--- src/rtl/float_alu_seq_if.sv ---
// Handshake bundle for float_alu_seq: operand channel in, result channel out.
interface float_alu_seq_if #(
  parameter int N_mantisse = 23,
  parameter int N_exposant = 8
);
  localparam int W = 1 + N_exposant + N_mantisse;

  logic         in_valid;
  logic         in_ready;
  logic [1:0]   op;
  logic [W-1:0] op1;
  logic [W-1:0] op2;
  logic         out_valid;
  logic         out_ready;
  logic [W-1:0] result;
  logic         ovf;
  logic         unf;

  modport master (
    output in_valid, op, op1, op2, out_ready,
    input  in_ready, out_valid, result, ovf, unf
  );

  modport slave (
    input  in_valid, op, op1, op2, out_ready,
    output in_ready, out_valid, result, ovf, unf
  );
endinterface

--- src/rtl/float_alu_seq.sv ---
// Multi-cycle add/sub/mul on a {sign, exp, mant} float format with saturation
// on overflow and flush-to-zero on underflow; one operation in flight.
module float_alu_seq #(
  parameter int N_mantisse = 23,
  parameter int N_exposant = 8
) (
  input  logic           clk,
  input  logic           reset,
  float_alu_seq_if.slave bus
);
  localparam int M  = N_mantisse;
  localparam int E  = N_exposant;
  localparam int W  = 1 + E + M;
  localparam int XW = E + 7;
  localparam int SW = M + 3;
  localparam int PW = 2 * M + 2;

  localparam logic        [XW-1:0] BIAS    = XW'(2 ** (E - 1) - 1);
  localparam logic signed [XW-1:0] EXP_MAX = XW'(2 ** E - 2);
  localparam logic signed [XW-1:0] EXP_MIN = XW'(1);
  localparam logic        [E-1:0]  EXP_SAT = E'(2 ** E - 2);
  localparam logic        [XW-1:0] SHIFT_LIMIT = XW'(M + 2);

  localparam logic [1:0] OP_ADD = 2'b00;
  localparam logic [1:0] OP_SUB = 2'b01;
  localparam logic [1:0] OP_MUL = 2'b10;

  typedef enum logic [2:0] {
    IDLE,
    UNPACK,
    EXEC,
    NORM,
    PACK,
    DONE
  } state_t;

  state_t state;
  state_t next_state;

  logic [1:0]   op_q;
  logic [W-1:0] op1_q;
  logic [W-1:0] op2_q;

  logic         big_sign;
  logic         small_sign;
  logic         any_zero;
  logic [E-1:0] big_exp;
  logic [E-1:0] small_exp;
  logic [E-1:0] exp_diff;
  logic [M:0]   big_sig;
  logic [M:0]   small_sig;

  logic                 res_sign;
  logic                 res_zero;
  logic signed [XW-1:0] res_exp;
  logic [SW-1:0]        res_sig;

  logic [W-1:0] result_q;
  logic         ovf_q;
  logic         unf_q;

  logic in_ready_c;
  logic out_valid_c;

  // Unpack: zero detection, hidden bit insertion, sub sign flip, and ordering
  // by magnitude so the add path always subtracts the smaller from the larger.
  logic         u_s1, u_s2, u_z1, u_z2, u_swap;
  logic [E-1:0] u_e1, u_e2;
  logic [W-2:0] u_key1, u_key2;
  logic [M:0]   u_sig1, u_sig2;

  always_comb begin
    u_s1   = op1_q[W-1];
    u_s2   = op2_q[W-1] ^ (op_q == OP_SUB);
    u_e1   = op1_q[W-2 -: E];
    u_e2   = op2_q[W-2 -: E];
    u_z1   = (u_e1 == '0);
    u_z2   = (u_e2 == '0);
    u_key1 = u_z1 ? '0 : op1_q[W-2:0];
    u_key2 = u_z2 ? '0 : op2_q[W-2:0];
    u_sig1 = u_z1 ? '0 : {1'b1, op1_q[M-1:0]};
    u_sig2 = u_z2 ? '0 : {1'b1, op2_q[M-1:0]};
    u_swap = (u_key2 > u_key1);
  end

  // Execute: significand product for mul, aligned magnitude add/sub otherwise.
  logic [PW-1:0]        ex_prod;
  logic [M+1:0]         ex_prod_top;
  logic                 ex_prod_hi;
  logic [M:0]           ex_mul_sig;
  logic signed [XW-1:0] ex_mul_exp;
  logic [SW-1:0]        ex_big_ext;
  logic [SW-1:0]        ex_small_ext;
  logic [SW:0]          ex_sum;
  logic [SW-1:0]        ex_add_sig;
  logic signed [XW-1:0] ex_add_exp;

  always_comb begin
    ex_prod      = {{(M + 1){1'b0}}, big_sig} * {{(M + 1){1'b0}}, small_sig};
    ex_prod_top  = (M + 2)'(ex_prod >> M);
    ex_prod_hi   = ex_prod_top[M+1];
    ex_mul_sig   = ex_prod_hi ? ex_prod_top[M+1:1] : ex_prod_top[M:0];
    ex_mul_exp   = XW'(big_exp) + XW'(small_exp) - BIAS + XW'(ex_prod_hi);
    ex_big_ext   = {big_sig, 2'b00};
    ex_small_ext = (XW'(exp_diff) > SHIFT_LIMIT) ? '0 : ({small_sig, 2'b00} >> exp_diff);
    if (big_sign ^ small_sign) begin
      ex_sum = {1'b0, ex_big_ext} - {1'b0, ex_small_ext};
    end else begin
      ex_sum = {1'b0, ex_big_ext} + {1'b0, ex_small_ext};
    end
    ex_add_sig = ex_sum[SW] ? ex_sum[SW:1] : ex_sum[SW-1:0];
    ex_add_exp = XW'(big_exp) + XW'(ex_sum[SW]);
  end

  // Pack: saturate, flush, or truncate the guard bits away.
  logic [W-1:0] pk_result;
  logic         pk_ovf;
  logic         pk_unf;

  always_comb begin
    pk_result = '0;
    pk_ovf    = 1'b0;
    pk_unf    = 1'b0;
    if (res_zero) begin
      pk_result = '0;
    end else if (res_exp > EXP_MAX) begin
      pk_result = {res_sign, EXP_SAT, {M{1'b1}}};
      pk_ovf    = 1'b1;
    end else if (res_exp < EXP_MIN) begin
      pk_result = '0;
      pk_unf    = 1'b1;
    end else begin
      pk_result = {res_sign, res_exp[E-1:0], res_sig[SW-2 -: M]};
    end
  end

  always_ff @(posedge clk) begin
    if (reset) begin
      state <= IDLE;
    end else begin
      state <= next_state;
    end
  end

  always_comb begin
    next_state  = state;
    in_ready_c  = 1'b0;
    out_valid_c = 1'b0;
    unique case (state)
      IDLE: begin
        in_ready_c = 1'b1;
        if (bus.in_valid) next_state = UNPACK;
      end
      UNPACK: next_state = EXEC;
      EXEC: begin
        if (op_q == OP_ADD || op_q == OP_SUB) next_state = NORM;
        else                                   next_state = PACK;
      end
      NORM: begin
        if (res_zero || res_sig[SW-1]) next_state = PACK;
      end
      PACK: next_state = DONE;
      DONE: begin
        out_valid_c = 1'b1;
        if (bus.out_ready) next_state = IDLE;
      end
      default: next_state = IDLE;
    endcase
  end

  always_ff @(posedge clk) begin
    if (reset) begin
      op_q       <= '0;
      op1_q      <= '0;
      op2_q      <= '0;
      big_sign   <= 1'b0;
      small_sign <= 1'b0;
      any_zero   <= 1'b0;
      big_exp    <= '0;
      small_exp  <= '0;
      exp_diff   <= '0;
      big_sig    <= '0;
      small_sig  <= '0;
      res_sign   <= 1'b0;
      res_zero   <= 1'b0;
      res_exp    <= '0;
      res_sig    <= '0;
      result_q   <= '0;
      ovf_q      <= 1'b0;
      unf_q      <= 1'b0;
    end else begin
      case (state)
        IDLE: begin
          if (bus.in_valid) begin
            op_q  <= bus.op;
            op1_q <= bus.op1;
            op2_q <= bus.op2;
          end
        end
        UNPACK: begin
          any_zero   <= u_z1 | u_z2;
          big_sign   <= u_swap ? u_s2   : u_s1;
          small_sign <= u_swap ? u_s1   : u_s2;
          big_exp    <= u_swap ? u_e2   : u_e1;
          small_exp  <= u_swap ? u_e1   : u_e2;
          big_sig    <= u_swap ? u_sig2 : u_sig1;
          small_sig  <= u_swap ? u_sig1 : u_sig2;
          exp_diff   <= u_swap ? (u_e2 - u_e1) : (u_e1 - u_e2);
        end
        EXEC: begin
          if (op_q == OP_MUL) begin
            res_sign <= big_sign ^ small_sign;
            res_zero <= any_zero;
            res_exp  <= ex_mul_exp;
            res_sig  <= {ex_mul_sig, 2'b00};
          end else if (op_q == OP_ADD || op_q == OP_SUB) begin
            res_sign <= big_sign;
            res_zero <= (ex_sum == '0);
            res_exp  <= ex_add_exp;
            res_sig  <= ex_add_sig;
          end else begin
            res_sign <= 1'b0;
            res_zero <= 1'b1;
            res_exp  <= '0;
            res_sig  <= '0;
          end
        end
        NORM: begin
          if (!res_zero && !res_sig[SW-1]) begin
            res_sig <= res_sig << 1;
            res_exp <= res_exp - XW'(1);
          end
        end
        PACK: begin
          result_q <= pk_result;
          ovf_q    <= pk_ovf;
          unf_q    <= pk_unf;
        end
        default: ;
      endcase
    end
  end

  assign bus.in_ready  = in_ready_c;
  assign bus.out_valid = out_valid_c;
  assign bus.result    = result_q;
  assign bus.ovf       = ovf_q;
  assign bus.unf       = unf_q;
endmodule

--- src/flat_wrapper.sv ---
// flat-port wrapper written by rule: the top's interface ports become plain ports
module float_alu_seq_flat 
#(
  parameter int N_mantisse = 23,
  parameter int N_exposant = 8
)
  (clk, reset, bus_in_valid, bus_op, bus_op1, bus_op2, bus_out_ready, bus_in_ready, bus_out_valid, bus_result, bus_ovf, bus_unf);
  float_alu_seq_if #(.N_mantisse(N_mantisse), .N_exposant(N_exposant)) bus_i ();
  input  logic clk;
  input  logic reset;
  input wire logic [$bits(bus_i.in_valid)-1:0] bus_in_valid;
  input wire logic [$bits(bus_i.op)-1:0] bus_op;
  input wire logic [$bits(bus_i.op1)-1:0] bus_op1;
  input wire logic [$bits(bus_i.op2)-1:0] bus_op2;
  input wire logic [$bits(bus_i.out_ready)-1:0] bus_out_ready;
  output wire logic [$bits(bus_i.in_ready)-1:0] bus_in_ready;
  output wire logic [$bits(bus_i.out_valid)-1:0] bus_out_valid;
  output wire logic [$bits(bus_i.result)-1:0] bus_result;
  output wire logic [$bits(bus_i.ovf)-1:0] bus_ovf;
  output wire logic [$bits(bus_i.unf)-1:0] bus_unf;
  assign bus_i.in_valid = bus_in_valid;
  assign bus_i.op = bus_op;
  assign bus_i.op1 = bus_op1;
  assign bus_i.op2 = bus_op2;
  assign bus_i.out_ready = bus_out_ready;
  assign bus_in_ready = bus_i.in_ready;
  assign bus_out_valid = bus_i.out_valid;
  assign bus_result = bus_i.result;
  assign bus_ovf = bus_i.ovf;
  assign bus_unf = bus_i.unf;
  float_alu_seq #(.N_mantisse(N_mantisse), .N_exposant(N_exposant)) u_core (.clk(clk), .reset(reset), .bus(bus_i));
endmodule
--- config.mk ---
export PLATFORM = sky130hd
export DESIGN_NAME = float_alu_seq_flat
export DESIGN_NICKNAME = d
export VERILOG_FILES = /design/src/rtl/float_alu_seq_if.sv /design/src/rtl/float_alu_seq.sv /design/src/flat_wrapper.sv
export SDC_FILE = /design/constraint.sdc
export NUM_CORES = 2
export LEC_CHECK = 0
export ABC_CLOCK_PERIOD_IN_PS = 21800
export CAP_MARGIN = 10
export CORE_MARGIN = 5
export CORE_UTILIZATION = 50
export CTS_BUF_LIST = sky130_fd_sc_hd__clkbuf_8
export DETAILED_ROUTE_END_ITERATION = 10
export PLACE_DENSITY = 0.75
export SLEW_MARGIN = 15
export SYNTH_ARGS = -nofsm -noshare
export SYNTH_HDL_FRONTEND = slang
export SYNTH_SLANG_ARGS = --single-unit
--- constraint.sdc ---
create_clock -name clk -period 21.8 [get_ports clk]
set_clock_uncertainty 0.15 [all_clocks]
set_input_delay 4.36 -clock clk [delete_from_list [all_inputs] [get_ports clk]]
set_output_delay 4.36 -clock clk [all_outputs]
set_load 0.01 [all_outputs]
Word level (Yosys, flattened, before mapping):

Cells that the tools add are included.

* add/sub/neg operators: 9
* multipliers: 1
* $lt $le $gt $ge: 4
* equal/unequal tests: 11
* shift-type cells: 1
* multiplexer cells: 42
* bitwise gates (word level): 3
* reductions and logical operators: 14

Operators by type and width (number)
* $mux 26: 5
* $mux 24: 5
* $mux 32: 3
* $mux 31: 2
* $pmux 26 s2: 1
* $mul 24x24->48: 1
* $mux 15: 3
* $gt 31x31->1: 1
* $pmux 15 s2: 1
* $add 26x26->27: 1
* $logic_not 27->1: 1
* $mux 27: 1
* $sub 26x26->27: 1
* $shr 26x8->26: 1
* $mux 8: 3
* $pmux 3 s6: 1
* $logic_not 8->1: 2
* $sub 8x8->8: 2
* $add 15x1->15: 1
* $gt 15x9->1 const B: 1
* $lt 15x2->1 const B: 1
* $sub 15x2->15 const B: 1
* $sub 15x7->15 const B: 1
* $mux 1: 13
* other kinds (21): 32

* flip-flop bits (word level): 221
* bits of input ports: 70
* output and inout port bits: 36
* logic and storage cells: 104

Longest topological paths before layout:

* depth after elaboration: 8
* mapped depth: 37
* gate-level depth less buffers: 34

Worst setup path before layout:

Ideal clock, no wire load.

* kind: register to register
* from: register u_core.small_sig[3]
* to: register u_core.res_exp[10]
* setup time: 0.086 ns
* arrival: 8.105 ns
* path slack: 13.459 ns
* stages on the path, launching flop included: 37
* period minus slack after synthesis: 8.341 ns
* path through: dfxtp_1 clkbuf_1 clkbuf_1 nand2_1 fa_1 inv_1 fa_1 inv_1 fa_1 inv_1 fa_1 inv_1 fa_1 inv_1 fa_1 inv_1 fa_1 inv_1 ha_1 o21ai_0 a21oi_1 a221oi_1 o31ai_1 a211oi_2 o41a_1 a21oi_1 nor2_2 inv_2 buf_2 ha_1 inv_1 ha_1 nand2_1 o21ai_0 o21ai_0 o21ai_0 a211oi_1

* cells in the longest elaborated chain, start to end: 4

RTL lines
* from (decl): RTL line float_alu_seq.sv:51 `logic [M:0] small_sig;`
* from (signal assigned): RTL line float_alu_seq.sv:207 `small_sig <= u_swap ? u_sig1 : u_sig2;`
* $mul 24x24->48: RTL line float_alu_seq.sv:99 `ex_prod = {{(M + 1){1'b0}}, big_sig} * {{(M + 1){1'b0}}, small_sig};`
* $add 15x1->15: RTL line float_alu_seq.sv:103 `ex_mul_exp = XW'(big_exp) + XW'(small_exp) - BIAS + XW'(ex_prod_hi);`
* $mux 15: RTL line float_alu_seq.sv:211 `if (op_q == OP_MUL) begin`
* $pmux 15 s2: RTL line float_alu_seq.sv:192 `case (state)`
* to (signal assigned): RTL line float_alu_seq.sv:214 `res_exp <= ex_mul_exp;`
* to (signal assigned): RTL line float_alu_seq.sv:219 `res_exp <= ex_add_exp;`
* to (signal assigned): RTL line float_alu_seq.sv:231 `res_exp <= res_exp - XW'(1);`
* to (decl): RTL line float_alu_seq.sv:55 `logic signed [XW-1:0] res_exp;`

No other way between the ends.
A chain may end at the register's enable or synchronous reset.

Final worst setup path:

* from: register u_core.small_sig[7]
* to: register u_core.res_exp[10]

The elaborated chain is that of the path after synthesis.

==> results.ini <==
[synth]
synthArstFlopShare_pct=0
synth_edf_count=0
synth_nets=5114
ys_top_cells_by_area=fa_1 (28%), dfxtp_1 (13%), ha_1 (10%), inv_1 (6.8%), nand2_1 (6.6%)
ys_ff_latch=221
synth_top_flop_cell=dfxtp_1
synth.distinct_cells=89
synth_top_cell_by_area=fa_1
yosys_warnings=0
syn-cell-area_sq_um=34800
synthTopCellsByCount=inv_1 (627), nand2_1 (612), fa_1 (485), and2_1 (284), ha_1 (278)
synth_most_common_cell=inv_1
synth_area_per_cell_sq_um=8.12
synthCells=4281
seq_area_frac_synth_pct=12.7
synth_top_area_share_pct=27.9

[critical_path]
crit_arrival_ns=10.15
crit_required_ns=22.14
cp_num_buf_inv=9
path_class=reg2reg
critPathLaunchType=register
crit_path_max_incr_delay_ns=0.64
critical_path.top_delay_family=adder cells
endpoint_kind=register
crit_fanout=25
critPathSlowestCell=dfxtp_1

[sta]
fin_crit_sh_pct=45.0
holdWs_ns=0.299
slew_headroom_pct=26.0
fmax_mhz=102
rsz0062_at_grt=no
maxSlewViolCount=0
fin_setup_tns_ns=0
finalSetupViolations=0
report.final.hold_viol_count=0
tightestPinTransition_ns=1.11
finalCriticalPeriod_ns=9.81

[clock_network]
post_cts_buffers=0
cts_tree=done
cts_hold_buf=0
cts_made_buffers=38
ctsResizeCount=0
cts.sinks=221
htreeDepth=2
clk_pin_slew_ns=0.08
insertion_delay_ns=0.57
root_buffer=clkbuf_8
clockBufferDepth=3

[final_layout]
syn_to_final_growth_pct=6.99
drive_gt1_share_pct=4.81
multi_input_area_sq_um=26900
final_nets=5032
fillers=6359
ff_latch_area_sq_um=4430
diodes=0

[die]
start_util_pct=50.5
die_area_sq_um=74900
die_width_microns=274
die_y_microns=274
row_count=96
core_area_sq_um=68800
io_pins=106

[placement]
dpl.hpwl_microns=71700
place.gp.congestion=0.980
portBuffers=105

[detailed_routing]
drc=0
wl_microns=96100
post_drt_wl_per_cell_microns=18.6
postRouteAntennaNets=0
num_vias=29700
drt-initial-drc-count=2586
drtPass1Iterations=5
avgViaCountPerCell=5.77

[global_route]
antenna_found_initial=1
grtUsageTotal_pct=25.7
gr-total-overflow=0
grt_pass1_wl_microns=157000
grt_max_degree=95
grt_pass1_vias=29700

[outcome]
status=complete, no violations

[power_and_ir_drop]
powerDensity_nw_per_um2=70.7
ir_worst_vdd_v=0.0000598
leakage_nw=17.0

[hold_path]
hold_path_class=reg2reg

[run]
drv_cap=0

## placed cells by master, fill, tap and decap left out, drive strengths merged, types with 7 or more instances in the layout
| cell | instances |
|---|---|
| a221oi | 48 |
| clkdlybuf4s50 | 104 |
| nor4 | 23 |
| o21bai | 18 |
| a31oi | 20 |
| nor3 | 68 |
| nand4 | 29 |
| and2 | 284 |
| nor2 | 272 |
| a211oi | 74 |
| o221ai | 9 |
| o31ai | 18 |
| a22oi | 12 |
| nand2b | 19 |
| mux2i | 61 |
| o211ai | 17 |
| nand3 | 34 |
| and4 | 7 |
| mux2 | 17 |
| dfxtp | 221 |
| nand2 | 612 |
| nand3b | 8 |
| fa | 485 |
| xor2 | 26 |
| o21ai | 124 |
| mux4 | 15 |
| inv | 640 |
| buf | 70 |
| xnor2 | 49 |
| ha | 278 |
| or3 | 23 |
| a21o | 51 |
| and3 | 14 |
| a21oi | 231 |
| nor2b | 45 |
| nor3b | 7 |
| o21a | 11 |
| clkbuf | 47 |
| a311oi | 30 |
## routing by layer
layer	vias to the layer above	GRT usage, %	wire length (microns)
met4	0	9.70	4130
met1	14500	33.6	38500
li1	13700	-	-
met5	-	0	0
met2	1212	43.1	45900
met3	267	4.00	7550
## state kept, by name (all words and copies together), names as in the netlist
register           flops
u_core.small_sig      24
u_core.big_sign        1
u_core.big_exp         8
u_core.bus.ovf         1
u_core.res_sig        26
u_core.bus.unf         1
u_core.bus.result     32
u_core.res_zero        1
u_core.op1_q          32
u_core.state           3
u_core.small_sign      1
u_core.small_exp       8
u_core.any_zero        1
u_core.res_exp        15
u_core.res_sign        1
u_core.big_sig        24
u_core.op_q            2
u_core.op2_q          32
u_core.exp_diff        8
## where the power goes
| group | internal (W) | leakage [nW] | switching, W | total [W] |
|---|---|---|---|---|
| clock | 0.000220 | 0.438 | 0.000182 | 0.000402 |
| sequential | 0.000451 | 1.81 | 0.0000697 | 0.000521 |
| combinational | 0.000609 | 14.7 | 0.00110 | 0.00171 |
| total | 0.00128 | 17.0 | 0.00135 | 0.00263 |
## cell families after synthesis
| family | share of synthesized area [%] |
|---|---|
| AO/OA/AOI/OAI | 14.0 |
| XOR/XNOR | 1.91 |
| adder cells (fa/ha/maj) | 37.9 |
| buffers and inverters | 10.2 |
| flip-flops | 12.7 |
| multiplexers | 3.28 |
| AND/OR/NAND/NOR | 20.0 |
## worst register-to-register path, delay by kind of cell (launching register included)
family                     cells  cell delay (ns)
adders and majority gates     10             4.21
AOI/OAI and AO/OA             11             3.14
and+or+nand+nor                3             0.46
DFF                            1             0.64
buffers and inverters          9             1.13
## per-stage QoR
stage	power [W]	std cells	utilization, %	setup WS, ns	cell area (sq um)
floorplan	0.00171	4281	-	13.46	34800
detailed placement	0.00219	5090	52.9	12.15	36400
finish	0.00263	5154	54.0	11.99	37200
global placement	0.00217	5090	52.9	12.26	36400
global route	0.00284	5154	54.0	11.54	37200
CTS	0.00261	5154	54.0	12.10	37200
## area by class of cell
cell class,instances,share of cell area [%]
flip-flops and latches,221,11.9
inverters,632,6.38
repair buffers,174,4.22
clock buffers,47,1.74
multi-input cells,3132,72.2
clock inverters,17,0.400
well taps,931,3.13
## path summary, 6_finish.rpt
kind                        from                  to  slack, ns  cells past startpoint
max          u_core.small_sig[7]  u_core.res_exp[10]      11.99                     33
min              u_core.op1_q[0]     u_core.op1_q[0]       0.30                      2
max reg2reg  u_core.small_sig[7]  u_core.res_exp[10]      11.99                     33
min reg2reg      u_core.op1_q[0]     u_core.op1_q[0]       0.30                      2
(Power assumes the default switching activity.)
